`src/rtl/lsu_pkg.sv`:
```
// Shared types and decode helpers for the load/store unit: FSM states,
// RISC-V load/store funct3 encodings, access-size decode and byte-lane masks.
package lsu_pkg;

  typedef enum logic [1:0] {
    S_IDLE = 2'd0,
    S_ACC0 = 2'd1,
    S_ACC1 = 2'd2,
    S_RESP = 2'd3
  } lsu_state_e;

  localparam logic [2:0] F3_B  = 3'b000;
  localparam logic [2:0] F3_H  = 3'b001;
  localparam logic [2:0] F3_W  = 3'b010;
  localparam logic [2:0] F3_D  = 3'b011;
  localparam logic [2:0] F3_BU = 3'b100;
  localparam logic [2:0] F3_HU = 3'b101;
  localparam logic [2:0] F3_WU = 3'b110;

  function automatic logic [3:0] size_bytes(input logic [2:0] f3);
    case (f3)
      F3_B, F3_BU: return 4'd1;
      F3_H, F3_HU: return 4'd2;
      F3_W, F3_WU: return 4'd4;
      default:     return 4'd8;
    endcase
  endfunction

  // Lanes touched across two consecutive words: bits [B-1:0] are the first
  // beat, bits [2B-1:B] the spill-over into the next word.
  function automatic logic [15:0] byte_mask(input logic [2:0] off, input logic [3:0] size);
    logic [15:0] m;
    m = (16'h0001 << size) - 16'h0001;
    return m << off;
  endfunction

  function automatic logic f3_illegal(input logic [2:0] f3, input logic store,
                                      input logic xlen64);
    return (f3 == 3'b111) || (store && f3[2]) ||
           (!xlen64 && ((f3 == F3_D) || (f3 == F3_WU)));
  endfunction

endpackage

```
`src/rtl/lsu_align.sv`:
```
// Byte-lane shifter over a two-word window. Left shift places store data onto
// bus lanes; right shift gathers load bytes and sign/zero-extends the result.
module lsu_align #(
  parameter int XLEN = 32
) (
  input  logic [2*XLEN-1:0]           data_i,
  input  logic [$clog2(XLEN/8)-1:0]   off_i,
  input  logic                        shl_i,
  input  logic [3:0]                  size_i,
  input  logic                        unsigned_i,
  output logic [2*XLEN-1:0]           data_o
);

  logic [2*XLEN-1:0] shifted;
  logic [XLEN-1:0]   low;
  logic [XLEN-1:0]   ext;
  logic              sign;

  always_comb begin
    shifted = shl_i ? (data_i << {off_i, 3'b000}) : (data_i >> {off_i, 3'b000});
    low     = shifted[XLEN-1:0];
    case (size_i)
      4'd1:    sign = low[7];
      4'd2:    sign = low[15];
      4'd4:    sign = low[31];
      default: sign = 1'b0;
    endcase
    if (unsigned_i) sign = 1'b0;
    ext = low;
    for (int i = 0; i < XLEN; i++) begin
      if (i >= 8 * int'(size_i)) ext[i] = sign;
    end
    data_o = shl_i ? shifted : {{XLEN{1'b0}}, ext};
  end

endmodule

```
`src/rtl/load_store_unit.sv`:
```
// Multi-cycle load/store unit: one access per handshake, word-aligned bus beats
// with byte strobes. LSU_MISALIGN_EN enables two-beat word-crossing accesses.
module load_store_unit
  import lsu_pkg::*;
#(
  parameter int XLEN   = 32,
  parameter int ADDR_W = 32
) (
  input  logic                CLK,
  input  logic                resetn,
  input  logic                req_valid,
  output logic                req_ready,
  input  logic                req_store,
  input  logic [2:0]          req_funct3,
  input  logic [ADDR_W-1:0]   req_addr,
  input  logic [XLEN-1:0]     req_wdata,
  output logic                mem_en,
  output logic                mem_we,
  output logic [ADDR_W-1:0]   mem_addr,
  output logic [XLEN/8-1:0]   mem_wstrb,
  output logic [XLEN-1:0]     mem_wdata,
  input  logic                mem_write_ready,
  input  logic [XLEN-1:0]     mem_read_data,
  input  logic                mem_read_data_valid,
  output logic                resp_valid,
  output logic [XLEN-1:0]     resp_rdata,
  output logic                misalign_err
);

  localparam int B     = XLEN / 8;
  localparam int OFF_W = $clog2(B);

`ifdef LSU_MISALIGN_EN
  localparam logic SPLIT_EN = 1'b1;
`else
  localparam logic SPLIT_EN = 1'b0;
`endif

  lsu_state_e        state_q;
  logic              store_q;
  logic [2:0]        f3_q;
  logic [OFF_W-1:0]  off_q;

  logic [OFF_W-1:0]  req_off;
  logic [3:0]        req_size;
  logic [15:0]       req_mask;
  logic              req_cross;
  logic              req_bad;
  logic [ADDR_W-1:0] req_word;
  logic [2*XLEN-1:0] st_sh;
  logic [2*XLEN-1:0] ld_buf;
  logic [2*XLEN-1:0] ld_out;
  logic [XLEN-1:0]   resp_rdata_d;
  logic              beat_done;
  logic              unused_bits;

  assign req_off   = req_addr[OFF_W-1:0];
  assign req_size  = size_bytes(req_funct3);
  assign req_mask  = byte_mask(3'(req_off), req_size);
  assign req_cross = ({1'b0, 3'(req_off)} + req_size) > 4'(B);
  assign req_bad   = f3_illegal(req_funct3, req_store, XLEN == 64);
  assign req_word  = {req_addr[ADDR_W-1:OFF_W], {OFF_W{1'b0}}};

  assign beat_done = ((state_q == S_ACC0) || (state_q == S_ACC1)) &&
                     (store_q ? mem_write_ready : mem_read_data_valid);

  lsu_align #(.XLEN(XLEN)) u_st_align (
    .data_i     ({{XLEN{1'b0}}, req_wdata}),
    .off_i      (req_off),
    .shl_i      (1'b1),
    .size_i     (req_size),
    .unsigned_i (1'b1),
    .data_o     (st_sh)
  );

`ifdef LSU_MISALIGN_EN
  logic [XLEN-1:0] wdata_hi_q;
  logic [B-1:0]    strb_hi_q;
  logic [XLEN-1:0] rbuf_q;

  // Second-beat lanes and first-beat load bytes; pure datapath, never reset.
  always_ff @(posedge CLK) begin
    if (state_q == S_IDLE && req_valid) begin
      wdata_hi_q <= st_sh[2*XLEN-1:XLEN];
      strb_hi_q  <= req_mask[2*B-1:B];
    end
    if (state_q == S_ACC0 && beat_done) rbuf_q <= mem_read_data;
  end
`endif

  always_comb begin
    ld_buf = {{XLEN{1'b0}}, mem_read_data};
`ifdef LSU_MISALIGN_EN
    if (state_q == S_ACC1) ld_buf = {mem_read_data, rbuf_q};
`endif
  end

  lsu_align #(.XLEN(XLEN)) u_ld_align (
    .data_i     (ld_buf),
    .off_i      (off_q),
    .shl_i      (1'b0),
    .size_i     (size_bytes(f3_q)),
    .unsigned_i (f3_q[2]),
    .data_o     (ld_out)
  );

  assign resp_rdata_d = store_q ? {XLEN{1'b0}} : ld_out[XLEN-1:0];
  assign unused_bits  = ^{req_mask, st_sh, ld_out[2*XLEN-1:XLEN]};

  always_ff @(posedge CLK or negedge resetn) begin
    if (!resetn) begin
      state_q      <= S_IDLE;
      req_ready    <= 1'b1;
      mem_en       <= 1'b0;
      mem_we       <= 1'b0;
      mem_addr     <= '0;
      mem_wstrb    <= '0;
      mem_wdata    <= '0;
      resp_valid   <= 1'b0;
      resp_rdata   <= '0;
      misalign_err <= 1'b0;
      store_q      <= 1'b0;
      f3_q         <= '0;
      off_q        <= '0;
    end else begin
      resp_valid <= 1'b0;
      case (state_q)
        S_IDLE: begin
          if (req_valid) begin
            req_ready <= 1'b0;
            store_q   <= req_store;
            f3_q      <= req_funct3;
            off_q     <= req_off;
            if (req_bad || (req_cross && !SPLIT_EN)) begin
              // Rejected accesses never touch the bus.
              state_q      <= S_RESP;
              resp_valid   <= 1'b1;
              resp_rdata   <= '0;
              misalign_err <= 1'b1;
            end else begin
              state_q   <= S_ACC0;
              mem_en    <= 1'b1;
              mem_we    <= req_store;
              mem_addr  <= req_word;
              mem_wstrb <= req_mask[B-1:0];
              mem_wdata <= st_sh[XLEN-1:0];
            end
          end
        end
        S_ACC0: begin
          if (beat_done) begin
`ifdef LSU_MISALIGN_EN
            if (({1'b0, 3'(off_q)} + size_bytes(f3_q)) > 4'(B)) begin
              state_q   <= S_ACC1;
              mem_addr  <= mem_addr + ADDR_W'(B);
              mem_wstrb <= strb_hi_q;
              mem_wdata <= wdata_hi_q;
            end else begin
`endif
              state_q      <= S_RESP;
              mem_en       <= 1'b0;
              mem_we       <= 1'b0;
              resp_valid   <= 1'b1;
              resp_rdata   <= resp_rdata_d;
              misalign_err <= 1'b0;
`ifdef LSU_MISALIGN_EN
            end
`endif
          end
        end
`ifdef LSU_MISALIGN_EN
        S_ACC1: begin
          if (beat_done) begin
            state_q      <= S_RESP;
            mem_en       <= 1'b0;
            mem_we       <= 1'b0;
            resp_valid   <= 1'b1;
            resp_rdata   <= resp_rdata_d;
            misalign_err <= 1'b0;
          end
        end
`endif
        S_RESP: begin
          state_q      <= S_IDLE;
          req_ready    <= 1'b1;
          misalign_err <= 1'b0;
        end
        default: state_q <= S_IDLE;
      endcase
    end
  end

endmodule
```
`config.mk`:
```
export PLATFORM = sky130hd
export DESIGN_NAME = load_store_unit
export DESIGN_NICKNAME = d
export VERILOG_FILES = /design/src/rtl/lsu_pkg.sv /design/src/rtl/lsu_align.sv /design/src/rtl/load_store_unit.sv
export SDC_FILE = /design/constraint.sdc
export NUM_CORES = 1
export LEC_CHECK = 0
export BUFFER_PORTS_ARGS = -buffer_cell sky130_fd_sc_hd__buf_2
export CORE_ASPECT_RATIO = 1.4
export CORE_MARGIN = 2
export CORE_UTILIZATION = 45
export CTS_CLUSTER_DIAMETER = 100
export DETAILED_ROUTE_END_ITERATION = 7
export HOLD_SLACK_MARGIN = 0.15
export PLACE_DENSITY_LB_ADDON = 0.25
export SLEW_MARGIN = 15
export SYNTH_ARGS = -nofsm -noshare
export SYNTH_HDL_FRONTEND = slang
export SYNTH_SLANG_ARGS = --single-unit
```
`constraint.sdc`:
```
create_clock -name CLK -period 2.6 [get_ports CLK]
set_input_delay 0.39 -clock CLK [delete_from_list [all_inputs] [get_ports CLK]]
set_output_delay 0.39 -clock CLK [all_outputs]
set_load 0.01 [all_outputs]
```
======== Yosys cells after proc, flatten, opt, wreduce, memory -nomap -nowiden ========
Index checks and enable logic that the tools add are counted.
storage, ports and cells
  bits of input ports ..................... 105
  word-level logic and storage cells ...... 163
  output and inout port bits .............. 105
  register bits after elaboration ......... 111
operators by class
  eq/ne operators ......................... 22
  mux-type cells .......................... 62
  bitwise gates (word level) .............. 1
  shifts and indexed selects .............. 4
  add/subtract/negate cells ............... 2
  magnitude comparators ................... 33
  reductions and logical operators ........ 26
operators with widths
  kind                                                                   count
  32-bit 2-to-1 mux                                                      4
  5-bit by 7-bit >= comparator with 1-bit output, first input constant   16
  32-bit case mux with 2 select lines                                    1
  4-bit by 7-bit >= comparator with 1-bit output, first input constant   8
  1-bit 2-to-1 mux                                                       45
  32-bit by 5-bit left shift with 32-bit output                          1
  32-bit by 5-bit >> shifter with 32-bit output                          1
  3-bit by 7-bit >= comparator with 1-bit output, first input constant   4
  4-bit case mux with 3 select lines                                     2
  3-bit equality test, second input constant                             7
  1-bit by 4-bit left shift with 16-bit output, first input constant     1
  16-bit by 2-bit left shift with 4-bit output                           1
  16-bit by 1-bit subtractor with 16-bit output, second input constant   1
  1-bit by 7-bit >= comparator with 1-bit output, first input constant   2
  2-bit by 7-bit >= comparator with 1-bit output, first input constant   2
  4-bit AND reduction                                                    3
  2-bit OR reduction                                                     6
  3-bit by 2-bit equality test with 1-bit output, second input constant  3
  2-bit inequality test, second input constant                           4
  1-bit case mux with 2 select lines                                     4
  3-bit by 1-bit equality test with 1-bit output, second input constant  2
  3-bit logical NOT                                                      2
  2-bit 2-to-1 mux                                                       3
  1-bit case mux with 3 select lines                                     2
  16 further kinds                                                       25

======== Logic depth before layout (Yosys ltp) ========
  depth in word-level cells ............... 10
  depth in mapped cells ................... 10
  depth with buffers taken out ............ 7

======== Hierarchy ========
Synthesis repeated with hierarchy kept, for this count alone.
unflattened totals
  cells, all modules ...................... 1049
  area, all modules ....................... 10446.3 um^2
by module, submodules not included
  module                   cells each  area an instance (um^2)  seq. area each (um^2)  times used
  load_store_unit          375         4662.0                   2778.9                 1
  lsu_align at u_ld_align  343         2937.8                   0.0                    1
  lsu_align at u_st_align  331         2846.5                   0.0                    1

======== Least setup slack after synthesis ========
No wires, ideal clock.
  path kind ............................... input-to-reg
  start point ............................. input req_funct3[1]
  end point ............................... register resp_rdata[0]
  cell stages on the path ................. 9
  path buffers ............................ 2
  data arrival time ....................... 2410 ps
  path slack .............................. 66 ps
  cells stage by stage .................... buf_4 -> nor2_1 -> ha_1 -> fa_1 -> nor2_1 -> o221ai_2 -> nand2_4 -> buf_6 -> mux2_2
between the ends
  word-level cells in the longest chain between the ends .. 8
RTL lines
  item                                                      RTL line                      text
  start: declaration                                        load_store_unit.sv:14         input logic [2:0] req_funct3,
  3-bit equality test (tied with other cells)               lsu_pkg.sv:21, lsu_pkg.sv:40
  2-bit OR reduction                                        lsu_pkg.sv:21                 case (f3)
  4-bit case mux with 3 select lines                        lsu_pkg.sv:21
  2-bit by 4-bit adder with 4-bit output                    load_store_unit.sv:60         assign req_cross = ({1'b0, 3'(req_off)} + req_size) > 4'(B);
  4-bit by 3-bit greater-than comparator with 1-bit output  load_store_unit.sv:60
  1-bit logical OR (*)                                      load_store_unit.sv:134        if (req_bad || (req_cross && !SPLIT_EN)) begin
  2-bit inequality test (no line) (*)                       -
  4-bit AND reduction (no line) (*)                         -
  end signal: assignment                                    load_store_unit.sv:164        resp_rdata <= resp_rdata_d;
  end: declaration                                          load_store_unit.sv:26         output logic [XLEN-1:0] resp_rdata,
Every way passes the cells marked *; elsewhere a longest branch is shown, timed or not.
A chain may end at the register's enable or synchronous reset.

======== Final worst setup path ========
  start point ............................. input req_funct3[0]
  end point ............................... register mem_wstrb[0]
between the ends
  word-level cells in the longest chain between the ends .. 8
RTL lines
  item                                                      RTL line                      text
  3-bit equality test (tied with other cells)               lsu_pkg.sv:21, lsu_pkg.sv:40
  2-bit OR reduction                                        lsu_pkg.sv:21
  4-bit case mux with 3 select lines                        lsu_pkg.sv:21
  2-bit by 4-bit adder with 4-bit output                    load_store_unit.sv:60
  4-bit by 3-bit greater-than comparator with 1-bit output  load_store_unit.sv:60
  1-bit logical OR                                          load_store_unit.sv:134
  1-bit inverter (no line)                                  -
  3-bit AND reduction (no line)                             -
  end signal: assignment                                    load_store_unit.sv:145        mem_wstrb <= req_mask[B-1:0];
  end: declaration                                          load_store_unit.sv:20         output logic [XLEN/8-1:0] mem_wstrb,
Parallel ways exist; a longest one is shown, timed or not.

==> reports/results.txt <==
Die height = 137 µm
Worst hold slack = 0.263 ns
Power density over the cells = 1080 nW/µm²
Initial core utilization = 46.2%
Via density = 5.54
Max_cap viols = 0
Fmax = 447 MHz
Post-Synth Adder-Cell Area = 1.45%
WS Path Type = in -> reg
PortBufs = 207
Yosys cell types = 53
Synthesized flop and latch total = 111
Setup ws final = 0.365 ns
Post-Synth Simple-Gate Area = 9.79%
CTS Root Cell = clkbuf_16
Worst Path Required = 2.83 ns
Nets@finish = 823
Pins Over Slew Limit = 0
Gr ovfl total = 0
Largest net degree at the start of global routing = 51
CTS Buf Count = 9
Leakage power = 0.00364 µW
Slew @ Worst Pin = 0.736 ns
CTS tree = yes
Final period util = 86.0%
Period minus WS final = 2.24 ns
Yosys warnings = 0
Die X = 99.2 µm
Proportion of synthesized area in mux cells = 18.4%
Post_cts resized = 0
Overall routing resource usage = 21.6%
Clock Path Buffers = 2
Core ar. = 12400 µm²
Post-Synth XOR/XNOR Area = 0.285%
Peak supply drop = 0.550 mV
Post-CTS Repair Setup Buffers = 0
Async SR Flop Fraction = 100%
Worst slew margin = 50.9%
Initial antenna violation count = 0
Clk sinks = 111
Per-cell routed wire length = 17.2 µm
Clock slew at reported path FFs = 0.08 ns
Initial drt markers = 172
Top-level I/O count = 210
Post-Synthesis Cells = 517
Die area = 13600 µm²
Largest family of logic cells by synthesized area = multiplexers
H-tree depth = 3
Post-synth EDFFs = 0
Layout area overhead = 26.7%
Total wire length = 14900 µm
Ys flop type = dfrtp_1
Hold buffer count at CTS = 1
Setup crit end kind = flop
Initial DRT Pass Iterations = 4
Layout cells sized above 1 = 43.4%
First-pass GRT wire length = 23500 µm
Post-synthesis compound-gate area fraction = 17.1%
Setup violators final = 0
Seq/Total Area, Yosys = 48.7%
Outcome = finished, final reports clean
Post-route ant nets = 0
DRC violations left = 0
Clock Skew = 0.0100 ns
Final-report hold violation count = 0
Worst slack at placement = -0.0301 ns
WP data arrival = 2.47 ns
Skew-Pair Late Insertion Delay = 0.35 ns
CP Launch Type = input port
Row count = 48
Diode count = 0
Via count = 4800
GP Congestion = 0.854
HP Class = in -> reg
Mean Syn Cell Area = 11.0 µm²
Crit-path max FO = 36
Vias in the first global route = 4721
Post-DP HPWL = 11200 µm
RSZ-0062 raised after global routing = false
Post-Syn Area = 5710 µm²
## path summary, 6_finish.rpt
kind / start / endpoint / slack (ns) / depth (start not counted)
setup / recovery: req_funct3[0] / mem_wstrb[0]$_DFFE_PN0P_ / 0.36 / 8
hold reg to reg: mem_wstrb[1]$_DFFE_PN0P_ / mem_wstrb[1]$_DFFE_PN0P_ / 0.48 / 2
hold / removal: req_addr[24] / mem_addr[24]$_DFFE_PN0P_ / 0.26 / 2
setup reg to reg: state_q[0]$_DFFE_PN0P_ / resp_rdata[30]$_DFFE_PN0P_ / 0.43 / 7
min in group asynchronous: resetn / mem_addr[18]$_DFFE_PN0P_ / 0.55 / 2
max in group asynchronous: resetn / resp_rdata[2]$_DFFE_PN0P_ / 1.29 / 3
## area by class of cell
cell class,instances,area [µm²]
well taps,150,188
multi-input cells,358,2710
clock buffers,9,225
clock inverters,7,78.8
inverters,6,22.5
fillers,1088,5140
flip-flops and latches,111,2780
repair buffers,226,1230
## worst max-delay path, stage by stage
cell and delay (ns):
buf_2 0.13, nor2_1 0.11, ha_1 0.24, fa_1 0.44, nor2_1 0.30, o221ai_4 0.28
buf_12 0.25, mux2_4 0.31
## through the flow
stage	std cells	utilization (%)	setup TNS, ns	cell area, µm²	power [µW]
5_1_grt	867	58.5	0	7230	8390
2_1_floorplan	518	-	0	5720	5150
3_3_place_gp	850	55.9	0	6920	6380
3_5_place_dp	850	55.9	-0.667	6920	6500
6_report	867	58.5	0	7230	7850
4_1_cts	867	58.5	0	7230	7920
## cells in the mapped netlist, types with 3 or more instances
cell,n,area (µm²)
and3_1,8,50.1
o21ai_0,38,190
nand2_1,39,146
nor2b_1,18,113
buf_4,5,37.5
buf_1,5,18.8
dfrtp_1,110,2750
a21oi_1,28,140
nor2_1,17,63.8
o2bb2ai_1,9,78.8
mux2_4,4,60.1
o31ai_1,19,143
o211ai_1,8,60.1
nand3_1,10,50.1
inv_1,5,18.8
buf_2,11,55.1
a211oi_1,23,173
mux2_2,53,597
mux2i_1,34,340
mux2_1,3,33.8
ha_1,5,62.6
nand3b_1,9,67.6
buf_6,3,33.8
clkbuf_1,18,67.6
## routing by layer
metal / up-vias / wire length, µm / GRT usage [%]
met5: - / 0 / 0
met4: 0 / 382 / 8.90
met2: 198 / 7310 / 36.1
met3: 31 / 1220 / 6.09
met1: 2306 / 5970 / 26.2
li1: 2265 / - / -
## logic make-up after synthesis
kind of cell,Yosys count
buffers and inverters,49
multiplexers,95
flip-flops,111
AO/OA/AOI/OAI,143
other,1
adder cells (fa/ha/maj),6
XOR/XNOR,1
AND/OR/NAND/NOR,111
## flip-flops by register name (all words and copies together) (netlist names)
name / count
mem_wstrb: 4
misalign_err: 1
req_ready: 1
f3_q: 3
mem_wdata: 32
resp_rdata: 32
mem_en: 1
mem_we: 1
mem_addr: 30
off_q: 2
resp_valid: 1
store_q: 1
state_q: 2
## power by group
part | leakage [µW] | internal, µW | switching (µW) | total (µW)
Combinational | 0.00207 | 1600 | 1910 | 3510
Sequential | 0.00142 | 2500 | 453 | 2950
Clock | 0.000151 | 692 | 700 | 1390
## cells in the final DEF, fill, tap and decap left out, drive strengths merged, types with 2 or more instances in the layout
cell / n
o211ai: 8
o21ai: 38
inv: 10
a21oi: 28
o221ai: 2
nand3: 10
nand3b: 9
mux2: 60
buf: 225
dfrtp: 110
nand2b: 2
clkinv: 3
o31ai: 19
o22a: 2
ha: 5
nor2b: 18
o2bb2ai: 9
conb: 2
a211oi: 24
clkbuf: 9
mux2i: 34
o22ai: 2
and3: 8
a21o: 2
nand2: 40
and2: 3
nor2: 17
Note: power is estimated with default switching activity, not from simulation.
